==> src/rtl/cpu_bus_pkg.sv <==
// Shared types and timing constants for the Famicom CPU bus master.
// Both NTSC (9/15) and Dendy (10/14) M2 timing sets are provided.
package cpu_bus_pkg;

  typedef enum logic [1:0] {
    IDLE_LO = 2'd0,
    IDLE_HI = 2'd1,
    ACC_LO  = 2'd2,
    ACC_HI  = 2'd3
  } bus_state_e;

  localparam int PHASE_CNT_W = 6;

  localparam int NTSC_M2_LOW_CYC   = 9;
  localparam int NTSC_M2_HIGH_CYC  = 15;
  localparam int DENDY_M2_LOW_CYC  = 10;
  localparam int DENDY_M2_HIGH_CYC = 14;

  localparam int DEF_ROMSEL_DLY = 2;
  localparam int DEF_WDATA_DLY  = 1;

endpackage

==> src/rtl/m2_phase_gen.sv <==
// Free-running M2 generator. Strobes and idx_o are look-ahead: they describe the
// clk that follows the coming edge, so the master can register its pins directly.
module m2_phase_gen
  import cpu_bus_pkg::*;
#(
  parameter int M2_LOW_CYC  = NTSC_M2_LOW_CYC,
  parameter int M2_HIGH_CYC = NTSC_M2_HIGH_CYC
) (
  input  logic                   clk,
  input  logic                   rst_n,
  output logic                   m2_o,
  output logic                   phase_hi_o,
  output logic                   first_lo_o,
  output logic                   first_hi_o,
  output logic                   last_hi_o,
  output logic [PHASE_CNT_W-1:0] idx_o
);

  localparam logic [PHASE_CNT_W-1:0] LO_LAST = PHASE_CNT_W'(M2_LOW_CYC - 1);
  localparam logic [PHASE_CNT_W-1:0] HI_LAST = PHASE_CNT_W'(M2_HIGH_CYC - 1);

  logic                   m2_q, m2_d;
  logic [PHASE_CNT_W-1:0] cnt_q, cnt_d;

  always_comb begin
    m2_d  = m2_q;
    cnt_d = cnt_q + PHASE_CNT_W'(1);
    if (!m2_q && cnt_q == LO_LAST) begin
      m2_d  = 1'b1;
      cnt_d = '0;
    end else if (m2_q && cnt_q == HI_LAST) begin
      m2_d  = 1'b0;
      cnt_d = '0;
    end
  end

  always_ff @(posedge clk or negedge rst_n) begin
    if (!rst_n) begin
      m2_q  <= 1'b0;
      cnt_q <= '0;
    end else begin
      m2_q  <= m2_d;
      cnt_q <= cnt_d;
    end
  end

  assign m2_o       = m2_q;
  assign phase_hi_o = m2_d;
  assign first_lo_o = !m2_d && (cnt_d == '0);
  assign first_hi_o = m2_d && (cnt_d == '0);
  assign last_hi_o  = m2_d && (cnt_d == HI_LAST);
  assign idx_o      = cnt_d;

endmodule

==> src/rtl/famicom_cpu_bus_master.sv <==
// Console-side Famicom CPU bus initiator: one request per M2 period, all pins registered.
// Optional CPU_BUS_MASTER_IRQ_EN adds a synchronized, per-period sampled irq_sync.
module famicom_cpu_bus_master
  import cpu_bus_pkg::*;
#(
  parameter int M2_LOW_CYC  = NTSC_M2_LOW_CYC,
  parameter int M2_HIGH_CYC = NTSC_M2_HIGH_CYC,
  parameter int ROMSEL_DLY  = DEF_ROMSEL_DLY,
  parameter int WDATA_DLY   = DEF_WDATA_DLY
) (
  input  logic        clk,
  input  logic        rst_n,
  input  logic        req_valid,
  output logic        req_ready,
  input  logic        req_write,
  input  logic [15:0] req_addr,
  input  logic [7:0]  req_wdata,
  output logic        rsp_valid,
  output logic [7:0]  rsp_rdata,
  output logic        m2,
  output logic        romsel,
  output logic        cpu_rw,
  output logic [14:0] cpu_addr,
  output logic [7:0]  cpu_data_out,
  output logic        cpu_data_oe,
  input  logic [7:0]  cpu_data_in,
  input  logic        irq,
  output logic        irq_sync
);

  logic                   phase_hi, first_lo, first_hi, last_hi;
  logic [PHASE_CNT_W-1:0] idx;

  m2_phase_gen #(
    .M2_LOW_CYC (M2_LOW_CYC),
    .M2_HIGH_CYC(M2_HIGH_CYC)
  ) u_phase (
    .clk       (clk),
    .rst_n     (rst_n),
    .m2_o      (m2),
    .phase_hi_o(phase_hi),
    .first_lo_o(first_lo),
    .first_hi_o(first_hi),
    .last_hi_o (last_hi),
    .idx_o     (idx)
  );

  bus_state_e  state_q, state_d;
  logic        req_ready_q, req_ready_d;
  logic        rsp_valid_q, rsp_valid_d;
  logic [7:0]  rsp_rdata_q, rsp_rdata_d;
  logic        romsel_q, romsel_d;
  logic        cpu_rw_q, cpu_rw_d;
  logic [14:0] cpu_addr_q, cpu_addr_d;
  logic [7:0]  dout_q, dout_d;
  logic        oe_q, oe_d;
  logic        a15_q, a15_d;
  logic        wr_q, wr_d;
  logic [7:0]  wdata_q, wdata_d;
  logic        accept;

  // req_ready_q is high exactly on the last HIGH clk, so it doubles as the bus-cycle boundary.
  assign accept = req_valid && req_ready_q;

  always_comb begin
    state_d     = state_q;
    req_ready_d = last_hi;
    rsp_valid_d = 1'b0;
    rsp_rdata_d = rsp_rdata_q;
    romsel_d    = romsel_q;
    cpu_rw_d    = cpu_rw_q;
    cpu_addr_d  = cpu_addr_q;
    dout_d      = dout_q;
    oe_d        = oe_q;
    a15_d       = a15_q;
    wr_d        = wr_q;
    wdata_d     = wdata_q;

    // Write data is held exactly one clk into the LOW phase.
    if (oe_q && !m2) oe_d = 1'b0;

    if (first_lo) begin
      romsel_d = 1'b1;
      if (state_q == ACC_HI) begin
        rsp_valid_d = 1'b1;
        rsp_rdata_d = wr_q ? 8'h00 : cpu_data_in;
      end
      if (accept) begin
        state_d    = ACC_LO;
        cpu_addr_d = req_addr[14:0];
        cpu_rw_d   = !req_write;
        a15_d      = req_addr[15];
        wr_d       = req_write;
        wdata_d    = req_wdata;
      end else begin
        state_d  = IDLE_LO;
        cpu_rw_d = 1'b1;
      end
    end else if (first_hi) begin
      state_d = (state_q == ACC_LO) ? ACC_HI : IDLE_HI;
    end

    if (state_d == ACC_HI && phase_hi) begin
      if (a15_q && idx == PHASE_CNT_W'(ROMSEL_DLY)) romsel_d = 1'b0;
      if (wr_q && idx == PHASE_CNT_W'(WDATA_DLY)) begin
        oe_d   = 1'b1;
        dout_d = wdata_q;
      end
    end
  end

  always_ff @(posedge clk or negedge rst_n) begin
    if (!rst_n) state_q <= IDLE_LO;
    else        state_q <= state_d;
  end

  always_ff @(posedge clk or negedge rst_n) begin
    if (!rst_n) begin
      req_ready_q <= 1'b0;
      rsp_valid_q <= 1'b0;
      rsp_rdata_q <= 8'h00;
      romsel_q    <= 1'b1;
      cpu_rw_q    <= 1'b1;
      cpu_addr_q  <= 15'h0000;
      dout_q      <= 8'h00;
      oe_q        <= 1'b0;
      a15_q       <= 1'b0;
      wr_q        <= 1'b0;
      wdata_q     <= 8'h00;
    end else begin
      req_ready_q <= req_ready_d;
      rsp_valid_q <= rsp_valid_d;
      rsp_rdata_q <= rsp_rdata_d;
      romsel_q    <= romsel_d;
      cpu_rw_q    <= cpu_rw_d;
      cpu_addr_q  <= cpu_addr_d;
      dout_q      <= dout_d;
      oe_q        <= oe_d;
      a15_q       <= a15_d;
      wr_q        <= wr_d;
      wdata_q     <= wdata_d;
    end
  end

  assign req_ready    = req_ready_q;
  assign rsp_valid    = rsp_valid_q;
  assign rsp_rdata    = rsp_rdata_q;
  assign romsel       = romsel_q;
  assign cpu_rw       = cpu_rw_q;
  assign cpu_addr     = cpu_addr_q;
  assign cpu_data_out = dout_q;
  assign cpu_data_oe  = oe_q;

`ifdef CPU_BUS_MASTER_IRQ_EN
  logic irq_s1_q, irq_s2_q, irq_sync_q;

  // Like the 6502, the level is only looked at once per period, on the last HIGH clk.
  always_ff @(posedge clk or negedge rst_n) begin
    if (!rst_n) begin
      irq_s1_q   <= 1'b1;
      irq_s2_q   <= 1'b1;
      irq_sync_q <= 1'b1;
    end else begin
      irq_s1_q <= irq;
      irq_s2_q <= irq_s1_q;
      if (req_ready_q) irq_sync_q <= irq_s2_q;
    end
  end

  assign irq_sync = irq_sync_q;
`else
  logic irq_unused;
  assign irq_unused = irq;
  assign irq_sync   = 1'b1;
`endif

endmodule
==> config.mk <==
export PLATFORM = sky130hd
export DESIGN_NAME = famicom_cpu_bus_master
export DESIGN_NICKNAME = d
export VERILOG_FILES = /design/src/rtl/cpu_bus_pkg.sv /design/src/rtl/m2_phase_gen.sv /design/src/rtl/famicom_cpu_bus_master.sv
export SDC_FILE = /design/constraint.sdc
export NUM_CORES = 1
export LEC_CHECK = 0
export CAP_MARGIN = 20
export CORE_MARGIN = 3
export CORE_UTILIZATION = 25
export DETAILED_ROUTE_END_ITERATION = 16
export PLACE_DENSITY_LB_ADDON = 0.25
export SLEW_MARGIN = 20
export SYNTH_ARGS = -nofsm -noshare
export SYNTH_HDL_FRONTEND = slang
export SYNTH_HIERARCHICAL = 1
export SYNTH_SLANG_ARGS = --single-unit
==> constraint.sdc <==
create_clock -name clk -period 6.8 [get_ports clk]
set_input_delay 1.36 -clock clk [delete_from_list [all_inputs] [get_ports clk]]
set_output_delay 1.36 -clock clk [all_outputs]
set_load 0.05 [all_outputs]
==> results.sh <==
export IMPL_wl_per_cell_um=12.7
export IMPL_dr_total_vias=1619
export IMPL_place_gp_congestion=0.798
export IMPL_final_cells=387
export IMPL_synth_compound_area_share=0.0524
export IMPL_yosys_warnings=6
export IMPL_final_core_util=0.360
export IMPL_post_route_period_util=0.515
export IMPL_postRouteAntennaNets=0
export IMPL_synth_area_mux_share=0.151
export IMPL_slew_violations=0
export IMPL_die_h_um=104
export IMPL_die_w_um=104
export IMPL_synth_area_leaders="dfrtp_1 (55%), mux2_2 (15%), dfstp_2 (2.2%), nand2_1 (2.2%), nand2b_1 (2.1%)"
export IMPL_wl_met2_um=2400
export IMPL_clk_latency_ns=0.31
export IMPL_synth_seq_area_share=0.577
export IMPL_syn2layout_area_growth_pct=39.8
export IMPL_wl_met3_um=249
export IMPL_max_freq_ghz=0.286
export IMPL_postCtsSetupBuffers=0
export IMPL_slew_headroom=0.518
export IMPL_min_period_ns=3.50
export IMPL_highest_layer="met4"
export IMPL_overflow=0
export IMPL_setup_viol=0
export IMPL_leakagePower_nw=1.52
export IMPL_cts_buffers=5
export IMPL_preCtsSetupSlack_ns=3.18
export IMPL_initial_utilization=0.257
export IMPL_row_count=35
export IMPL_synth_nets=225
export IMPL_synth_avg_cell_area_sq_um=12.9
export IMPL_outcome="finished, final reports clean"
export IMPL_rsz0062_at_grt="false"
export IMPL_grt_pass1_wl_um=8330
export IMPL_m1WireLength_um=2220
export IMPL_ir_worst_vdd_uv=86.5
export IMPL_cts_tree="done"
export IMPL_worstSetupPathType="reg2reg"
export IMPL_synthCells=185
export IMPL_worstMarginPinSlew_ns=0.723
export IMPL_synthSimpleGateAreaFrac=0.148
export IMPL_grt_pass1_vias=1604
export IMPL_path_clk_slew_ns=0.10
export IMPL_final_nets=297
export IMPL_io_buffers=72
export IMPL_dr_pass1_iters=4
export IMPL_finalPower_mw=0.695
export IMPL_setup_slack_ns=3.30
export IMPL_hp_class="reg2reg"
export IMPL_cts_max_path_buffers=2
export IMPL_core_sq_um=9280
export IMPL_wl_um=4920
export IMPL_yosysUniqueCellTypes=41
export IMPL_dp_hpwl_um=3360
export IMPL_post_cts_resized=0
export IMPL_hold_violations=0
export IMPL_antenna_found_initial=0
export IMPL_drcViolationCount=0
export IMPL_end_kind="register"
export IMPL_drive_above_1_share=0.198
export IMPL_yosys_area_top_type="dfrtp_1"
export IMPL_post_drt_via_cell_ratio=4.18
export IMPL_synthAdderAreaFrac=0.0157
export IMPL_max_cap_viol_count=0
export IMPL_synthXorXnorAreaFrac=0.0220
export IMPL_crit_path_start_kind="register"
export IMPL_drtIter0Drc=46
export IMPL_ys_ff_latch=55
export IMPL_dieArea_sq_um=10800
export IMPL_num_io_pins=75
export IMPL_grt_max_degree=56
export IMPL_crit_required_ns=6.99
export IMPL_worstPathArrival_ns=3.69
export IMPL_yosysTopAreaCellShare=0.555
export IMPL_diodes=0
export IMPL_cts_hold_buf=0
export IMPL_clock_sinks=55
export IMPL_cp_max_fo=28
export IMPL_setup_tns_final_ns=0
export IMPL_clock_skew_ns=0.0159
export IMPL_htreeDepth=2
export IMPL_synth_top_family_by_area="multiplexers"
export IMPL_grt_use_total=0.0943
export IMPL_syn_area_sq_um=2390
export IMPL_dp_cells=379
export IMPL_root_buffer="clkbuf_8"
export IMPL_power_density_nw_per_um2=208
[worst max-delay path, cell delays in order, from the launching register on]
cell and delay (ns):
dfrtp_1 0.53, inv_1 0.11, ha_1 0.34, or4b_1 0.46
o22ai_1 0.13, a211oi_1 0.11, nor2_1 0.47, nand3_2 0.70
mux2_2 0.51
[metal layers]
layer	vias up	global-route usage
met1	787	0.119
met5	-	0
li1	780	-
met3	5	0.0262
met4	0	0.0256
met2	47	0.158
[layout make-up]
| type | count | area [sq um] |
|---|---|---|
| well taps | 129 | 161 |
| repair buffers | 73 | 723 |
| multi-input cells | 116 | 933 |
| flip-flops and latches | 55 | 1380 |
| inverters | 6 | 22.5 |
| clock inverters | 2 | 38.8 |
| fillers | 955 | 5940 |
| clock buffers | 6 | 82.6 |
[synth_stat cells (all sizes together)]
cell type  count
o22a           1
and4           1
or2            1
nand4bb        1
dfrtp         53
buf            6
nand2b         8
nand4          2
nor2          10
o21a           1
and3           1
nand3b         1
a311o          1
conb           1
nor3           2
o21ai          9
inv            6
o31ai          1
mux2          32
and3b          2
xnor2          2
a211oi         1
and4bb         1
o32a           1
or4b           1
nor4b          1
nand3          6
ha             3
clkbuf         2
nand4b         2
a21boi         2
o22ai          1
nor3b          2
xor2           4
nand2         14
dfstp          2
[through the flow]
step	cell area (sq um)	hold WS, ns
finish	3340	0.482
global route	3340	0.528
CTS	3340	0.492
detailed placement	3220	0.469
global placement	3220	0.457
floorplan	2390	0.475
[report_power, final]
| group | leakage (nW) | switching [mW] | total, mW | internal [mW] |
|---|---|---|---|---|
| sequential | 0.698 | 0.00852 | 0.352 | 0.343 |
| combinational | 0.755 | 0.0627 | 0.112 | 0.0488 |
| clock | 0.0618 | 0.110 | 0.232 | 0.121 |
| total | 1.52 | 0.182 | 0.695 | 0.514 |
[flip-flops by register name, summed over array words and instances, names as in the netlist, 2 cells and up]
signal,count
cpu_addr,15
cpu_data_out,8
rsp_rdata,8
wdata_q,8
u_phase/cnt_q,6
state_q,2
[worst paths after layout]
| path | end | slack, ns | startpoint | depth (start not counted) |
|---|---|---|---|---|
| worst min-delay path | cpu_data_oe | 0.48 | cpu_data_oe | 2 |
| worst max register to register | wdata_q[4] | 3.30 | u_phase/cnt_q[0] | 8 |
| worst max-delay path | wdata_q[4] | 3.30 | u_phase/cnt_q[0] | 8 |
| worst min register to register | cpu_data_oe | 0.48 | cpu_data_oe | 2 |
| max in group asynchronous | cpu_addr[4] | 5.14 | rst_n | 2 |
| min in group asynchronous | u_phase/m2_o | 1.19 | rst_n | 2 |
[logic make-up after synthesis]
family / count (synthesis)
other cells: 1
compound gates: 18
fa+ha+maj: 3
buf+inv: 14
flops: 55
mux: 32
simple gates: 56
xor+xnor: 6
[layout by cell type (no fill, tap or decap), types with 2 or more instances in the layout]
cell type	n
nand2_1	14
inv_1	6
clkbuf_8	6
nand4b_1	2
xnor2_1	2
dfrtp_1	53
dfstp_2	2
and3b_1	2
nor2_1	10
mux2_2	32
clkdlybuf4s50_1	71
nand2b_1	8
nor3b_1	2
nand3_1	5
ha_1	3
xor2_1	4
a21boi_1	2
o21ai_0	9
Power figures use the tool's default switching activity.
